## src/rtl/exception_result_resolver_if.sv

```systemverilog
// Bus bundle for exception_result_resolver: descriptor, datapath and result channels.
// EXC_RESOLVER_STATUS_EN adds the out_flag / exc_count status signals.
interface exception_result_resolver_if #(
  parameter int WIDTH = 32
);
  logic             exc_valid;
  logic             exc_ready;
  logic [2:0]       exception_flag;
  logic [WIDTH-2:0] copied_operand;
  logic             a_sign;
  logic             b_sign;
  logic             operation_select;
  logic             path_valid;
  logic             path_ready;
  logic [WIDTH-1:0] path_result;
  logic             out_valid;
  logic             out_ready;
  logic [WIDTH-1:0] out_result;
  logic             proto_err;
`ifdef EXC_RESOLVER_STATUS_EN
  logic [2:0]       out_flag;
  logic [15:0]      exc_count;

  modport slave (
    input  exc_valid, exception_flag, copied_operand, a_sign, b_sign, operation_select,
    input  path_valid, path_result, out_ready,
    output exc_ready, path_ready, out_valid, out_result, proto_err, out_flag, exc_count
  );
  modport master (
    output exc_valid, exception_flag, copied_operand, a_sign, b_sign, operation_select,
    output path_valid, path_result, out_ready,
    input  exc_ready, path_ready, out_valid, out_result, proto_err, out_flag, exc_count
  );
`else
  modport slave (
    input  exc_valid, exception_flag, copied_operand, a_sign, b_sign, operation_select,
    input  path_valid, path_result, out_ready,
    output exc_ready, path_ready, out_valid, out_result, proto_err
  );
  modport master (
    output exc_valid, exception_flag, copied_operand, a_sign, b_sign, operation_select,
    output path_valid, path_result, out_ready,
    input  exc_ready, path_ready, out_valid, out_result, proto_err
  );
`endif
endinterface

```

## src/rtl/exception_result_resolver.sv

```systemverilog
// Queues classified FP add/sub exceptions and merges them with in-order datapath results.
// Optional status outputs (out_flag, exc_count) are enabled by EXC_RESOLVER_STATUS_EN.
module exception_result_resolver #(
  parameter int WIDTH     = 32,
  parameter int EXP_BITS  = 8,
  parameter int MANT_BITS = 23,
  parameter int DEPTH     = 4
) (
  input  logic                        clk,
  input  logic                        rst,
  exception_result_resolver_if.slave  bus
);
  // Handshakes: a transfer happens on a channel in every cycle where its valid and
  // ready are both high; valid never waits on ready, and out_* holds until accepted.
  localparam int AW = $clog2(DEPTH);
  localparam int CW = AW + 1;

  localparam logic [2:0] FLAG_NONE          = 3'b000;
  localparam logic [2:0] FLAG_NAN           = 3'b001;
  localparam logic [2:0] FLAG_COPY_A        = 3'b010;
  localparam logic [2:0] FLAG_COPY_B        = 3'b011;
  localparam logic [2:0] FLAG_FIN_MIN_INF   = 3'b100;
  localparam logic [2:0] FLAG_ZERO_MIN_ZERO = 3'b101;
  localparam logic [2:0] FLAG_ZERO_MIN_SOME = 3'b110;
  localparam logic [2:0] FLAG_SUB_SAME_VAL  = 3'b111;

  typedef struct packed {
    logic [2:0]       flag;
    logic [WIDTH-2:0] operand;
    logic             a_sign;
    logic             b_sign;
    logic             op;
  } entry_t;

  entry_t           mem [DEPTH];
  logic [AW-1:0]    wr_ptr;
  logic [AW-1:0]    rd_ptr;
  logic [CW-1:0]    count;
  logic             full;
  logic             empty;
  logic             push;
  logic             pop;
  logic             accept;
  logic             zero_sign;
  entry_t           head;
  logic [WIDTH-1:0] resolved;

  assign full   = (count == CW'(DEPTH));
  assign empty  = (count == '0);
  assign head   = mem[rd_ptr];
  assign accept = bus.out_valid && bus.out_ready;

  assign bus.exc_ready  = !full;
  assign bus.path_ready = !empty && (!bus.out_valid || bus.out_ready);

  assign push = bus.exc_valid && !full;
  assign pop  = bus.path_valid && bus.path_ready;

  // Signed-zero rule for x - x style results with both operands zero.
  assign zero_sign = head.op ? (head.a_sign & ~head.b_sign) : (head.a_sign & head.b_sign);

  always_comb begin
    resolved = bus.path_result;
    case (head.flag)
      FLAG_NONE:          resolved = bus.path_result;
      FLAG_NAN:           resolved = {1'b0, {EXP_BITS{1'b1}}, 1'b1, {(MANT_BITS-1){1'b0}}};
      FLAG_COPY_A:        resolved = {head.a_sign, head.operand};
      FLAG_COPY_B:        resolved = {head.b_sign, head.operand};
      FLAG_FIN_MIN_INF:   resolved = {~head.b_sign, {EXP_BITS{1'b1}}, {MANT_BITS{1'b0}}};
      FLAG_ZERO_MIN_ZERO: resolved = {zero_sign, {(WIDTH-1){1'b0}}};
      FLAG_ZERO_MIN_SOME: resolved = {~head.b_sign, head.operand};
      FLAG_SUB_SAME_VAL:  resolved = '0;
      default:            resolved = bus.path_result;
    endcase
  end

  always_ff @(posedge clk) begin
    if (push) begin
      mem[wr_ptr] <= '{flag:    bus.exception_flag,
                       operand: bus.copied_operand,
                       a_sign:  bus.a_sign,
                       b_sign:  bus.b_sign,
                       op:      bus.operation_select};
    end
  end

  always_ff @(posedge clk) begin
    if (rst) begin
      wr_ptr <= '0;
      rd_ptr <= '0;
      count  <= '0;
    end else begin
      if (push) wr_ptr <= wr_ptr + 1'b1;
      if (pop)  rd_ptr <= rd_ptr + 1'b1;
      case ({push, pop})
        2'b10:   count <= count + CW'(1);
        2'b01:   count <= count - CW'(1);
        default: count <= count;
      endcase
    end
  end

  // A pop in the accept cycle reloads the register directly, giving one result per cycle.
  always_ff @(posedge clk) begin
    if (rst) begin
      bus.out_valid  <= 1'b0;
      bus.out_result <= '0;
    end else if (pop) begin
      bus.out_valid  <= 1'b1;
      bus.out_result <= resolved;
    end else if (accept) begin
      bus.out_valid  <= 1'b0;
    end
  end

  always_ff @(posedge clk) begin
    if (rst) begin
      bus.proto_err <= 1'b0;
    end else if (bus.path_valid && empty) begin
      bus.proto_err <= 1'b1;
    end
  end

`ifdef EXC_RESOLVER_STATUS_EN
  always_ff @(posedge clk) begin
    if (rst) begin
      bus.out_flag  <= '0;
      bus.exc_count <= '0;
    end else if (pop) begin
      bus.out_flag <= head.flag;
      if (head.flag != FLAG_NONE && bus.exc_count != 16'hFFFF) begin
        bus.exc_count <= bus.exc_count + 16'd1;
      end
    end
  end
`endif

endmodule

```

## src/flat_wrapper.sv

```systemverilog
// flat-port wrapper written by rule: the top's interface ports become plain ports
module exception_result_resolver_flat 
#(
  parameter int WIDTH     = 32,
  parameter int EXP_BITS  = 8,
  parameter int MANT_BITS = 23,
  parameter int DEPTH     = 4
)
  (clk, rst, bus_exc_valid, bus_exception_flag, bus_copied_operand, bus_a_sign, bus_b_sign, bus_operation_select, bus_path_valid, bus_path_result, bus_out_ready, bus_exc_ready, bus_path_ready, bus_out_valid, bus_out_result, bus_proto_err);
  exception_result_resolver_if #(.WIDTH(WIDTH)) bus_i ();
  input  logic clk;
  input  logic rst;
  input wire logic [$bits(bus_i.exc_valid)-1:0] bus_exc_valid;
  input wire logic [$bits(bus_i.exception_flag)-1:0] bus_exception_flag;
  input wire logic [$bits(bus_i.copied_operand)-1:0] bus_copied_operand;
  input wire logic [$bits(bus_i.a_sign)-1:0] bus_a_sign;
  input wire logic [$bits(bus_i.b_sign)-1:0] bus_b_sign;
  input wire logic [$bits(bus_i.operation_select)-1:0] bus_operation_select;
  input wire logic [$bits(bus_i.path_valid)-1:0] bus_path_valid;
  input wire logic [$bits(bus_i.path_result)-1:0] bus_path_result;
  input wire logic [$bits(bus_i.out_ready)-1:0] bus_out_ready;
  output wire logic [$bits(bus_i.exc_ready)-1:0] bus_exc_ready;
  output wire logic [$bits(bus_i.path_ready)-1:0] bus_path_ready;
  output wire logic [$bits(bus_i.out_valid)-1:0] bus_out_valid;
  output wire logic [$bits(bus_i.out_result)-1:0] bus_out_result;
  output wire logic [$bits(bus_i.proto_err)-1:0] bus_proto_err;
  assign bus_i.exc_valid = bus_exc_valid;
  assign bus_i.exception_flag = bus_exception_flag;
  assign bus_i.copied_operand = bus_copied_operand;
  assign bus_i.a_sign = bus_a_sign;
  assign bus_i.b_sign = bus_b_sign;
  assign bus_i.operation_select = bus_operation_select;
  assign bus_i.path_valid = bus_path_valid;
  assign bus_i.path_result = bus_path_result;
  assign bus_i.out_ready = bus_out_ready;
  assign bus_exc_ready = bus_i.exc_ready;
  assign bus_path_ready = bus_i.path_ready;
  assign bus_out_valid = bus_i.out_valid;
  assign bus_out_result = bus_i.out_result;
  assign bus_proto_err = bus_i.proto_err;
  exception_result_resolver #(.WIDTH(WIDTH), .EXP_BITS(EXP_BITS), .MANT_BITS(MANT_BITS), .DEPTH(DEPTH)) u_core (.clk(clk), .rst(rst), .bus(bus_i));
endmodule
```

## config.mk

```make
export PLATFORM = sky130hd
export DESIGN_NAME = exception_result_resolver_flat
export DESIGN_NICKNAME = d
export VERILOG_FILES = /design/src/rtl/exception_result_resolver_if.sv /design/src/rtl/exception_result_resolver.sv /design/src/flat_wrapper.sv
export SDC_FILE = /design/constraint.sdc
export NUM_CORES = 1
export LEC_CHECK = 0
export ABC_AREA = 0
export BUFFER_PORTS_ARGS = -buffer_cell sky130_fd_sc_hd__buf_2
export CORE_MARGIN = 8
export CORE_UTILIZATION = 30
export CTS_CLUSTER_DIAMETER = 100
export DETAILED_ROUTE_END_ITERATION = 8
export GPL_ROUTABILITY_DRIVEN = 0
export SYNTH_ARGS = -nofsm -noshare
export SYNTH_HDL_FRONTEND = slang
export SYNTH_SLANG_ARGS = --single-unit
```

## constraint.sdc

```tcl
create_clock -name clk -period 2.8 [get_ports clk]
set_input_delay 0.56 -clock clk [delete_from_list [all_inputs] [get_ports clk]]
set_output_delay 0.56 -clock clk [all_outputs]
set_load 0.02 [all_outputs]
```

Yosys cells after proc, flatten, opt, wreduce, memory -nomap -nowiden
Memory sizes are Yosys's and may differ from the RTL's. A register that Yosys moved wholly into a read port is not among the register bits.
Cells that the tools add are included.
Word-level totals
  bits in registers: 41
  latch bits: 0
  bits in writable memories: 148
  memory bits (read-only): 0
  input port bits: 74
  output and inout port bits: 36
  logic and storage cells: 46
  memories kept: 1
Memories
  u_core.mem: depth 4, width 37, read ports 1, clocked after memory_dff 1, wr ports 1, RTL line exception_result_resolver.sv:35  | entry_t mem [DEPTH];
Operators by class
  $add $sub $neg: 4
  multiply operators: 0
  div/mod/pow operators: 0
  order comparisons: 0
  equal/unequal tests: 10
  shift-type cells: 0
  multiplexer cells: 9
  bitwise operators: 3
  reductions and logical operators: 13
Operators by type and width (count)
  32-bit case mux with 8 select lines: 1
  3-bit equality test (second input constant): 5
  3-bit by 2-bit equality test with 1-bit output (second input constant): 2
  3-bit logical NOT: 2
  3-bit case mux with 2 select lines: 1
  1-bit logical AND: 5
  1-bit 2-to-1 mux: 5
  2-bit by 1-bit adder with 2-bit output (second input constant): 2
  2-bit 2-to-1 mux: 2
  2-bit nonzero test: 2
  3-bit by 1-bit adder with 3-bit output (second input constant): 1
  3-bit by 1-bit equality test with 1-bit output (second input constant): 1
  1-bit logical NOT: 3
  3-bit by 1-bit subtractor with 3-bit output (second input constant): 1
  1-bit AND: 2
  2-bit by 1-bit equality test with 1-bit output (second input constant): 1
  2-bit equality test (second input constant): 1
  1-bit logical OR: 1
  1-bit inverter: 1

Longest topological paths before layout
Gate-level depths: netlist of the first run.
  depth after elaboration: 6
  depth in mapped cells: 11
  depth with buffers taken out: 10

Worst setup path before layout of the first run
No wires, ideal clock.
  path type: input -> register
  start: in bus_out_ready
  end: reg u_core.count[2]
  setup time: 0.071 ns
  arrival time: 2.782 ns
  required time: 2.729 ns
  setup slack: -0.052 ns
  stages: 11
  path buffers: 1
  cells stage by stage: nor2b_1 > nor2_1 > nand2_1 > inv_2 > buf_1 > ha_1 > inv_1 > fa_1 > xor2_1 > or3_1 > a21oi_1
On the way
  word-level cells in the longest chain between the ends: 5
  elaborated cells between the ends (all ways): 7
  those cells by class: eq/ne (2); mux (1); reduce/logical (4)
RTL lines
  start, declared: RTL line flat_wrapper.sv:21  | input wire logic [$bits(bus_i.out_ready)-1:0] bus_out_ready;
  1-bit logical OR *: RTL line exception_result_resolver.sv:54  | assign bus.path_ready = !empty && (!bus.out_valid || bus.out_ready);
  1-bit logical AND *: RTL line exception_result_resolver.sv:54
  net bus_path_ready: RTL line flat_wrapper.sv:23  | output wire logic [$bits(bus_i.path_ready)-1:0] bus_path_ready;
  1-bit logical AND *: RTL line exception_result_resolver.sv:57  | assign pop = bus.path_valid && bus.path_ready;
  net u_core.pop: RTL line exception_result_resolver.sv:42  | logic pop;
  2-bit by 1-bit equality test with 1-bit output or 2-bit equality test (tied branches): RTL line exception_result_resolver.sv:95  | case ({push, pop})
  3-bit case mux with 2 select lines or 2-bit nonzero test (tied branches)
  end signal, assigned: RTL line exception_result_resolver.sv:96  | 2'b10: count <= count + CW'(1);
  end signal, assigned: RTL line exception_result_resolver.sv:97  | 2'b01: count <= count - CW'(1);
  end signal, assigned: RTL line exception_result_resolver.sv:98  | default: count <= count;
  end, declared: RTL line exception_result_resolver.sv:38  | logic [CW-1:0] count;
Mark *: on every way through the listed nets, which the timed path passes. The rest lies on a longest branch.
A chain may end at the register's enable or synchronous reset.

==> load_flow_metrics.sql, run 1 <==
INSERT INTO impl_metrics (metric_group, metric, value, unit) VALUES
('routing', 'vias_per_cell', '4.75', ''),
('critical_path', 'cp_slowest_stage_delay', '0.90', 'ns'),
('cts', 'clk_pin_slew_worst_paths', '0.07', 'ns'),
('power_and_ir_drop', 'seq_power_share', '0.439', ''),
('worst_hold_path', 'holdCritPathClass', 'in2reg', ''),
('cts', 'clock_path_buffers', '2', ''),
('yosys', 'synth_seq_cells', '191', ''),
('sta', 'grt_setup_unrepaired', 'false', ''),
('routing', 'drt-pass1-iter-count', '4', ''),
('floorplanning', 'floorplan.die.width', '172', 'um'),
('critical_path', 'critical_path_buf_inv_count', '0', ''),
('global_route', 'gr-usage-all-layers', '0.121', ''),
('routing', 'drt_wl_total', '17.4', 'mm'),
('yosys', 'syn-num-nets', '504', ''),
('yosys', 'synth-compound-area-share', '0.0534', ''),
('cts', 'cts.hold.buffers_added', '0', ''),
('critical_path', 'ff2ff_setup_slack', '0.25', 'ns'),
('critical_path', 'critPathMaxFanout', '22', ''),
('power_and_ir_drop', 'power.total', '0.00843', 'W'),
('cts', 'ctsResizeCount', '0', ''),
('yosys', 'synth_edf_count', '148', ''),
('run', 'maxCapViolations', '0', ''),
('place', 'number_of_port_buffers', '109', ''),
('routing', 'drt-wirelength-per-cell', '19.8', 'um'),
('floorplanning', 'fp.coreArea', '0.0241', 'mm2'),
('sta', 'timing.max_slew.rel_slack', '0.224', ''),
('sta', 'transition_time_of_the_tightest_slew_check_pin', '1.16', 'ns'),
('cts', 'numCtsBuffers', '17', ''),
('yosys', 'synthesis.yosys.warnings', '0', ''),
('sta', 'setup_tns', '0', 'ns'),
('global_route', 'grt.overflow.total', '0', ''),
('yosys', 'share_of_synthesized_area_occupied_by_flip_flops_and_latches', '0.728', ''),
('critical_path', 'worstPathCellList', 'mux4_2, nand2_1, and2_1, a221oi_1, nor3_1', ''),
('sta', 'fmaxAchievable', '392', 'MHz'),
('critical_path', 'delay_heaviest_family_cp', 'simple AND/OR/NAND/NOR gates', ''),
('global_route', 'grt_max_degree', '36', ''),
('yosys', 'yosys.area.top_type', 'sky130_fd_sc_hd__edfxtp_1', ''),
('cells_and_area', 'diodes', '0', ''),
('floorplanning', 'placement_rows', '57', ''),
('cells_and_area', 'postLayoutCoreUtil', '0.367', ''),
('routing', 'post-route-drc-count', '0', ''),
('critical_path', 'timing.critical_path.to_type', 'flip-flop', ''),
('worst_hold_path', 'min_delay_src', 'bus_copied_operand[28]', ''),
('yosys', 'synthAdderAreaFrac', '0.0113', ''),
('global_route', 'antenna_found_initial', '2', ''),
('yosys', 'synth_xor_xnor_area_share', '0.00601', ''),
('worst_hold_path', 'hold-path-endpoint', 'u_core.mem[0][31]', ''),
('global_route', 'grt_pass1_vias', '4424', ''),
('critical_path', 'cp-start-kind', 'flip-flop', ''),
('floorplanning', 'ios', '110', ''),
('routing', 'via_count', '4168', ''),
('routing', 'drt_first_iter_violations', '311', ''),
('yosys', 'combinational_family_with_the_most_area_after_synthesis', 'multiplexers', ''),
('critical_path', 'worstPathArrival', '2.89', 'ns'),
('sta', 'timing_max_transition_violations_final', '0', ''),
('cts', 'number_of_h_tree_levels', '4', ''),
('cts', 'worstSkewPairLatency', '0.43', 'ns'),
('yosys', 'post_synthesis_average_cell_area', '17.2', 'um2'),
('critical_path', 'rr_endpoint', 'u_core.bus.out_result[19]', ''),
('cells_and_area', 'area_used_by_multi_input_combinational_logic', '0.00184', 'mm2'),
('yosys', 'ys.flop_type', 'sky130_fd_sc_hd__edfxtp_1', ''),
('yosys', 'synthCells', '424', ''),
('floorplanning', 'fp.dieH', '172', 'um'),
('floorplanning', 'floorplan.initialDensity', '0.302', ''),
('status', 'status', 'completed', ''),
('critical_path', 'worst-endpoint-required', '3.14', 'ns'),
('yosys', 'synthDominantCellAreaShare', '0.610', ''),
('power_and_ir_drop', 'ir_worst_vdd', '0.000502', 'V'),
('yosys', 'async_reset_ff_frac', '0', ''),
('power_and_ir_drop', 'cellLeakagePower', '3.07', 'nW'),
('sta', 'worst_slack', '0.252', 'ns');
-- area by class of cell --
| type | instances | area share |
|---|---|---|
| multi-input cells | 199 | 0.208 |
| inverters | 8 | 0.00339 |
| clock buffers | 18 | 0.0485 |
| repair buffers | 123 | 0.0792 |
| clock inverters | 14 | 0.0158 |
| flip-flops and latches | 191 | 0.600 |
| well taps | 324 | 0.0458 |
-- layout by cell type, fill, tap and decap left out, types with 3 or more instances in the layout --
master / count
sky130_fd_sc_hd__xor2_1: 3
sky130_fd_sc_hd__nand2_1: 15
sky130_fd_sc_hd__buf_4: 10
sky130_fd_sc_hd__mux4_2: 35
sky130_fd_sc_hd__and3_2: 4
sky130_fd_sc_hd__nand2b_1: 10
sky130_fd_sc_hd__nor3_1: 24
sky130_fd_sc_hd__inv_8: 5
sky130_fd_sc_hd__edfxtp_1: 148
sky130_fd_sc_hd__inv_6: 4
sky130_fd_sc_hd__buf_2: 109
sky130_fd_sc_hd__o2111ai_1: 8
sky130_fd_sc_hd__buf_12: 4
sky130_fd_sc_hd__nor2_1: 35
sky130_fd_sc_hd__clkbuf_16: 17
sky130_fd_sc_hd__a21oi_1: 14
sky130_fd_sc_hd__inv_1: 7
sky130_fd_sc_hd__a221oi_1: 22
sky130_fd_sc_hd__ha_1: 5
sky130_fd_sc_hd__dfxtp_1: 41
-- power by group through the flow --
stage                     combinational (W)  sequential [W]  clock [W]
after floorplan                     0.00147         0.00393          0
after global placement              0.00241         0.00374          0
after detailed placement            0.00245         0.00376          0
after CTS                           0.00246         0.00370    0.00237
after global routing                0.00264         0.00374    0.00248
final                               0.00241         0.00370    0.00232
-- kinds of logic after synthesis --
| kind of cell | count (synthesis) |
|---|---|
| compound gates | 51 |
| mux | 37 |
| fa+ha+maj | 6 |
| flops | 191 |
| buf+inv | 34 |
| xor+xnor | 5 |
| simple gates | 100 |
-- layer usage --
layer,up-vias,wire (um),GRT usage
met2,136,8580,0.204
met4,4,172,0.0296
met1,2091,7320,0.146
met3,20,1270,0.0406
met5,-,22,0
li1,1917,-,-
-- registers in the layout, indices dropped and copies added, names as in the netlist, named ones only --
signal,cells
u_core.bus.out_valid,1
u_core.mem,148
u_core.count,3
u_core.bus.out_result,32
u_core.rd_ptr,2
u_core.wr_ptr,2
u_core.bus.proto_err,1
-- stage by stage --
step                      cell area (um2)  cells
after CTS                            8850    877
final                                8850    877
after global routing                 8850    877
after detailed placement             8280    845
after floorplan                      7290    424
after global placement               8280    845
-- worst register-to-register path, delay by kind of cell, from the launching register on --
| family | cells | cell delay [ns] |
|---|---|---|
| compound gates | 1 | 0.20 |
| flops | 1 | 0.41 |
| mux | 1 | 0.63 |
| simple gates | 3 | 1.22 |
-- cell usage after synthesis (3+ instances only) --
master	count
sky130_fd_sc_hd__a21oi_1	14
sky130_fd_sc_hd__a221oi_1	22
sky130_fd_sc_hd__and3_1	4
sky130_fd_sc_hd__buf_2	6
sky130_fd_sc_hd__buf_6	3
sky130_fd_sc_hd__clkbuf_1	16
sky130_fd_sc_hd__dfxtp_1	43
sky130_fd_sc_hd__edfxtp_1	148
sky130_fd_sc_hd__ha_1	5
sky130_fd_sc_hd__inv_1	7
sky130_fd_sc_hd__mux4_2	35
sky130_fd_sc_hd__nand2_1	16
sky130_fd_sc_hd__nand2b_1	10
sky130_fd_sc_hd__nor2_1	36
sky130_fd_sc_hd__nor3_1	25
sky130_fd_sc_hd__o2111ai_1	8
sky130_fd_sc_hd__xor2_1	3
-- how the worst max path moves through the flow --
stage                        from                   endpoint  slack, ns  cells after the start
global placement        flip-flop  u_core.bus.out_result[11]       0.30                      5
finish                  flip-flop  u_core.bus.out_result[19]       0.25                      5
floorplan           bus_out_ready            u_core.count[2]       0.07                     11
detailed placement      flip-flop  u_core.bus.out_result[19]       0.21                      5
global route            flip-flop  u_core.bus.out_result[19]       0.07                      5
CTS                     flip-flop  u_core.bus.out_result[19]       0.22                      5
(Power assumes the default switching activity.)
==> run 2: changes to the inputs <==
CORE_MARGIN = 2   (was 8)
PLACE_DENSITY = 0.56   (was unset)
==> run 2 against run 1 <==
- sequential power is essentially flat
- first-iteration DRC count shrank 19%
- routed wire length grew 0.26%
- critical path depth is the same
- via count grew 1.3%
- clock-buffer cell count is the same
- hold slack lost 0.0041 ns
- register-to-register slack gained 0.04 ns
- global-route usage grew 2.2 points
- maximum frequency grew 1.6%
- critical path type unchanged
- largest cell class unchanged
- largest power group unchanged
- highest routed layer unchanged
==> load_flow_metrics.sql, run 2 (same netlist as run 1, synthesis figures left out) <==
INSERT INTO impl_metrics (metric_group, metric, value, unit) VALUES
('cells_and_area', 'most-common-layout-cells', 'sky130_fd_sc_hd__edfxtp_1 (148), sky130_fd_sc_hd__buf_2 (109), sky130_fd_sc_hd__dfxtp_1 (41), sky130_fd_sc_hd__nor2_1 (35), sky130_fd_sc_hd__mux4_2 (35)', ''),
('cts', 'ctsResizeCount', '0', ''),
('global_route', 'antenna_found_initial', '1', ''),
('cells_and_area', 'diodes', '0', ''),
('power_and_ir_drop', 'sw_frac_of_total', '0.319', ''),
('cells_and_area', 'layout_top_registers', 'u_core.mem (148), u_core.bus.out_result (32), u_core.count (3)', ''),
('floorplanning', 'placement_rows', '57', ''),
('cts', 'clock_path_buffers', '2', ''),
('floorplanning', 'ios', '110', ''),
('critical_path', 'timing.critical_path.to_type', 'flip-flop', ''),
('cells_and_area', 'final_layout_size_suffix_gt1_frac', '0.361', ''),
('sta', 'grt_setup_unrepaired', 'false', ''),
('critical_path', 'critical_path_class', 'reg2reg', ''),
('sta', 'final-setup-viol-count', '0', ''),
('global_route', 'grt_max_degree', '36', ''),
('cts', 'clk_pin_slew_worst_paths', '0.07', 'ns'),
('cells_and_area', 'largest_register_ff_count', '148', ''),
('sta', 'timing.max_slew.rel_slack', '0.230', ''),
('cts', 'worstSkewPairLatency', '0.43', 'ns'),
('power_and_ir_drop', 'internal-power', '0.00581', 'W'),
('sta', 'transition_time_of_the_tightest_slew_check_pin', '1.16', 'ns'),
('power_and_ir_drop', 'ir_worst_vdd', '0.000394', 'V'),
('critical_path', 'ff2ff_path_depth', '5', ''),
('run', 'maxCapViolations', '0', ''),
('critical_path', 'worstPathArrival', '2.85', 'ns'),
('place', 'number_of_port_buffers', '109', ''),
('routing', 'drt_wl_total', '17.4', 'mm'),
('cells_and_area', 'area.growth.synth_to_final', '21.5', '%'),
('cells_and_area', 'registers.top_by_ff_count', 'u_core.mem', ''),
('power_and_ir_drop', 'seq_power_share', '0.433', ''),
('power_and_ir_drop', 'cellLeakagePower', '3.08', 'nW'),
('routing', 'drt_first_iter_violations', '251', ''),
('sta', 'fmaxAchievable', '399', 'MHz'),
('sta', 'report.final.hold_viol_count', '0', ''),
('critical_path', 'critPathMaxFanout', '22', ''),
('status', 'status', 'completed', ''),
('power_and_ir_drop', 'p_per_area', '964', 'mW/mm2'),
('power_and_ir_drop', 'switch_pwr', '0.00272', 'W'),
('place', 'dp_hpwl', '11.1', 'mm'),
('floorplanning', 'design.die.area', '0.0255', 'mm2'),
('cts', 'cts.hold.buffers_added', '0', ''),
('sta', 'timing_max_transition_violations_final', '0', ''),
('critical_path', 'ff2ff_setup_slack', '0.29', 'ns'),
('cts', 'number_of_h_tree_levels', '4', ''),
('place', 'dp_cells', '846', ''),
('sta', 'fin_worst_skew', '0.00917', 'ns'),
('cts', 'numCtsBuffers', '17', ''),
('routing', 'antenna_violating_nets_post_route', '0', ''),
('power_and_ir_drop', 'power.share.combinational', '0.283', ''),
('sta', 'worst_slack', '0.292', 'ns'),
('cts', 'cts_tree', 'built', ''),
('floorplanning', 'fp.coreArea', '0.0241', 'mm2'),
('place', 'placement.setup.worst_slack', '0.270', 'ns'),
('floorplanning', 'floorplan.die.width', '160', 'um'),
('cts', 'cts_num_sinks', '191', ''),
('sta', 'timing.final.crit_period', '2.51', 'ns'),
('critical_path', 'rr_endpoint', 'u_core.bus.out_result[14]', ''),
('worst_hold_path', 'min_delay_src', 'bus_copied_operand[11]', ''),
('power_and_ir_drop', 'power.total', '0.00853', 'W'),
('routing', 'via_count', '4221', ''),
('global_route', 'grt.overflow.total', '0', ''),
('worst_hold_path', 'hold-path-endpoint', 'u_core.mem[0][14]', ''),
('routing', 'drt-pass1-iter-count', '4', ''),
('routing', 'drt-wirelength-per-cell', '19.8', 'um'),
('critical_path', 'worst-endpoint-required', '3.14', 'ns'),
('cells_and_area', 'final_net_count', '621', ''),
('worst_hold_path', 'holdCritPathClass', 'in2reg', ''),
('global_route', 'gr-usage-all-layers', '0.142', ''),
('cts', 'post_cts.repair.setup_buffers', '0', ''),
('routing', 'vias_per_cell', '4.81', ''),
('global_route', 'grt_pass1_vias', '4553', ''),
('critical_path', 'cp-start-kind', 'flip-flop', ''),
('cells_and_area', 'postLayoutCoreUtil', '0.367', ''),
('power_and_ir_drop', 'clock_power_share', '0.284', ''),
('sta', 'min_period_over_period', '0.896', ''),
('floorplanning', 'fp.dieH', '160', 'um'),
('floorplanning', 'floorplan.initialDensity', '0.302', ''),
('sta', 'setup_tns', '0', 'ns'),
('global_route', 'grt_first_pass_wirelength', '27.1', 'mm'),
('cells_and_area', 'layout_commonest_cell', 'sky130_fd_sc_hd__edfxtp_1', ''),
('worst_hold_path', 'hold-path-cell-count', '1', ''),
('cells_and_area', 'instances_no_fill', '878', ''),
('routing', 'post-route-drc-count', '0', ''),
('cts', 'clk_root_buffer_cell', 'sky130_fd_sc_hd__clkbuf_16', '');
[run 2: cell count changes in the layout (fill, tap and decap cells not counted), sizes merged]
cell,previous run,this run
clkinv,3,4
bufinv,0,2
buf,123,124
inv,17,14
[run 2: how the worst max path moves through the flow]
stage	from	slack, ns	cells past startpoint	to
2_1_floorplan	bus_out_ready	0.07	11	u_core.count[2]
3_3_place_gp	flip-flop	0.34	5	u_core.bus.out_result[11]
3_5_place_dp	flip-flop	0.27	5	u_core.bus.out_result[19]
4_1_cts	flip-flop	0.26	5	u_core.bus.out_result[19]
5_1_grt	flip-flop	0.12	5	u_core.bus.out_result[19]
6_report	flip-flop	0.29	5	u_core.bus.out_result[14]
[run 2: layout make-up]
cell class              instances  area (um2)
clock buffers                  18         429
clock inverters                14         156
fillers                      2305       15300
inverters                       8        30.0
multi-input cells             199        1840
flip-flops and latches        191        5310
well taps                     324         405
repair buffers                124         683
[run 2: power by group through the flow]
stage / Clock, W / Combinational, W / Sequential, W
2_1_floorplan: 0 / 0.00147 / 0.00393
3_3_place_gp: 0 / 0.00238 / 0.00374
3_5_place_dp: 0 / 0.00245 / 0.00376
4_1_cts: 0.00249 / 0.00246 / 0.00370
5_1_grt: 0.00259 / 0.00265 / 0.00374
6_report: 0.00242 / 0.00241 / 0.00369
[run 2: routing by layer]
metal	track usage	wire length (um)	part of all wire
met1	0.178	7570	0.43
met2	0.244	8770	0.50
met3	0.0364	870	0.050
met5	0	13	0.00075
met4	0.0422	189	0.011
[run 2: stage by stage]
stage | area [um2] | hold WS, ns
2_1_floorplan | 7290 | 0.469
3_3_place_gp | 8270 | 0.437
3_5_place_dp | 8270 | 0.447
4_1_cts | 8850 | 0.314
5_1_grt | 8850 | 0.322
6_report | 8850 | 0.339
[run 2: worst max-delay path: stages (launching register included)]
cell                       delay [ns]
sky130_fd_sc_hd__dfxtp_4         0.38
sky130_fd_sc_hd__mux4_2          0.60
sky130_fd_sc_hd__nand2_1         0.11
sky130_fd_sc_hd__and2_1          0.90
sky130_fd_sc_hd__a221oi_1        0.22
sky130_fd_sc_hd__nor3_1          0.20
==> run 3: changes to the inputs <==
CORE_MARGIN = unset   (was 2)
PLACE_DENSITY = 0.58   (was 0.56)
==> run 3 against run 2 <==
- global-route usage is 0.060 points higher
- setup slack better by 0.13 ns
- clock-buffer cell count did not move
- largest cell class unchanged
- critical path type unchanged
- critical path depth did not move
==> load_flow_metrics.sql, run 3 (same netlist as run 1, synthesis figures left out) <==
INSERT INTO impl_metrics (metric_group, metric, value, unit) VALUES
('status', 'status', 'completed', ''),
('global_route', 'grt_first_pass_wirelength', '25.5', 'mm'),
('power_and_ir_drop', 'p_per_area', '959', 'mW/mm2'),
('global_route', 'grt_max_degree', '38', ''),
('place', 'dp_hpwl', '11.2', 'mm'),
('cells_and_area', 'registers.top_by_ff_count', 'u_core.mem', ''),
('floorplanning', 'ios', '110', ''),
('cts', 'cts.hold.buffers_added', '0', ''),
('place', 'dp_cells', '844', ''),
('cells_and_area', 'most-common-layout-cells', 'sky130_fd_sc_hd__edfxtp_1 (148), sky130_fd_sc_hd__buf_2 (109), sky130_fd_sc_hd__dfxtp_1 (41), sky130_fd_sc_hd__nor2_1 (35), sky130_fd_sc_hd__mux4_2 (35)', ''),
('cells_and_area', 'layout_commonest_cell', 'sky130_fd_sc_hd__edfxtp_1', ''),
('routing', 'drt_wl_total', '16.7', 'mm'),
('cts', 'worstSkewPairLatency', '0.42', 'ns'),
('critical_path', 'ff2ff_setup_slack', '0.43', 'ns'),
('cts', 'cts_num_sinks', '191', ''),
('cts', 'clk_root_buffer_cell', 'sky130_fd_sc_hd__clkbuf_16', ''),
('power_and_ir_drop', 'ir_worst_vdd', '0.000483', 'V'),
('sta', 'grt_setup_unrepaired', 'false', ''),
('global_route', 'grt.overflow.total', '0', ''),
('power_and_ir_drop', 'cellLeakagePower', '3.09', 'nW'),
('critical_path', 'cp_slowest_stage_delay', '0.63', 'ns'),
('critical_path', 'timing.critical_path.to_type', 'flip-flop', ''),
('critical_path', 'critical_path_class', 'reg2reg', ''),
('floorplanning', 'floorplan.die.width', '158', 'um'),
('floorplanning', 'fp.coreArea', '0.0236', 'mm2'),
('critical_path', 'worst-endpoint-required', '3.11', 'ns'),
('critical_path', 'cp-start-kind', 'flip-flop', ''),
('sta', 'fmaxAchievable', '421', 'MHz'),
('sta', 'min_period_over_period', '0.848', ''),
('floorplanning', 'fp.dieH', '158', 'um'),
('cells_and_area', 'layout_top_registers', 'u_core.mem (148), u_core.bus.out_result (32), u_core.count (3)', ''),
('critical_path', 'cell_type_of_the_slowest_stage_on_the_worst_timing_path', 'sky130_fd_sc_hd__mux4_2', ''),
('sta', 'timing.final.crit_period', '2.37', 'ns'),
('routing', 'vias_per_cell', '4.77', ''),
('sta', 'fin_worst_skew', '0.0101', 'ns'),
('routing', 'antenna_violating_nets_post_route', '0', ''),
('sta', 'timing.max_slew.rel_slack', '0.585', ''),
('floorplanning', 'floorplan.initialDensity', '0.308', ''),
('cts', 'clk_pin_slew_worst_paths', '0.07', 'ns'),
('cells_and_area', 'diodes', '0', ''),
('global_route', 'grt_pass1_vias', '4519', ''),
('routing', 'post-route-drc-count', '0', ''),
('routing', 'drt_first_iter_violations', '238', ''),
('cells_and_area', 'instances_no_fill', '876', ''),
('worst_hold_path', 'holdCritPathClass', 'in2reg', ''),
('global_route', 'antenna_found_initial', '0', ''),
('cells_and_area', 'largest_register_ff_count', '148', ''),
('routing', 'drt-pass1-iter-count', '5', ''),
('place', 'number_of_port_buffers', '109', ''),
('cells_and_area', 'area.growth.synth_to_final', '21.5', '%'),
('cts', 'number_of_h_tree_levels', '4', ''),
('routing', 'via_count', '4182', ''),
('run', 'maxCapViolations', '0', ''),
('routing', 'drt-wirelength-per-cell', '19.1', 'um'),
('cells_and_area', 'final_layout_size_suffix_gt1_frac', '0.364', ''),
('cells_and_area', 'final_net_count', '624', ''),
('sta', 'transition_time_of_the_tightest_slew_check_pin', '0.623', 'ns'),
('global_route', 'gr-usage-all-layers', '0.143', ''),
('sta', 'setup_tns', '0', 'ns'),
('sta', 'report.final.hold_viol_count', '0', ''),
('floorplanning', 'placement_rows', '56', ''),
('critical_path', 'worstPathArrival', '2.68', 'ns'),
('cts', 'numCtsBuffers', '17', ''),
('cts', 'ctsResizeCount', '0', ''),
('cts', 'clock_path_buffers', '2', ''),
('cts', 'cts_tree', 'built', ''),
('critical_path', 'worstPathCellList', 'mux4_2, or3_1, o211ai_2, a21oi_1, a311o_1', ''),
('floorplanning', 'design.die.area', '0.0249', 'mm2'),
('sta', 'timing_max_transition_violations_final', '0', ''),
('cts', 'post_cts.repair.setup_buffers', '0', ''),
('critical_path', 'critPathMaxFanout', '10', ''),
('sta', 'final-setup-viol-count', '0', '');
[run 3: cell types whose count changed in the layout (fill, tap and decap cells not counted), sizes merged]
| cell | previous run | this run |
|---|---|---|
| buf | 124 | 127 |
| clkinv | 4 | 3 |
| clkinvlp | 2 | 3 |
[run 3: final timing paths]
check,startpoint,cells past startpoint,endpoint
max,flip-flop,5,u_core.bus.out_result[31]
min,bus_copied_operand[17],1,u_core.mem[2][20]
max reg2reg,flip-flop,5,u_core.bus.out_result[31]
min reg2reg,u_core.bus.out_result[25],2,u_core.bus.out_result[25]
[run 3: worst max-delay path: cells and delay by family, from the launching register on]
kind            cells  cell delay, ns
mux                 1            0.63
compound gates      3            0.63
simple gates        1            0.56
flops               1            0.44
[run 3: power breakdown]
part / internal (W) / leakage [nW] / switching [W]
sequential: 0.00351 / 1.71 / 0.000197
combinational: 0.000978 / 1.10 / 0.00142
clock: 0.00133 / 0.276 / 0.00105
total: 0.00582 / 3.09 / 0.00267
[run 3: through the flow]
step                      hold WS (ns)  setup WS [ns]  power, W  cell area (um2)   util
after floorplan                  0.469         0.0729   0.00540             7290      -
after global placement           0.441          0.475   0.00614             8270  0.350
after detailed placement         0.452          0.454   0.00621             8270  0.350
after CTS                        0.324          0.439   0.00859             8850  0.375
after global routing             0.333          0.318   0.00892             8850  0.375
final                            0.346          0.426   0.00849             8850  0.375
[run 3: per-layer routing]
metal  global-route usage  routed length [um]  vias to the layer above
met2                0.242                8440                      136
met3               0.0391                1210                       10
met4               0.0374                 123                        0
met5                    0                   0                        -
met1                0.179                6940                     2119
li1                     -                   -                     1917
[run 3: area by class of cell]
cell class,count,area (um2)
fill,2209,14800
sequential,191,5310
multi-input combinational,199,1840
timing repair buffer,127,693
clock buffer,18,429
tap,319,399
clock inverter,14,153
inverter,8,30.0
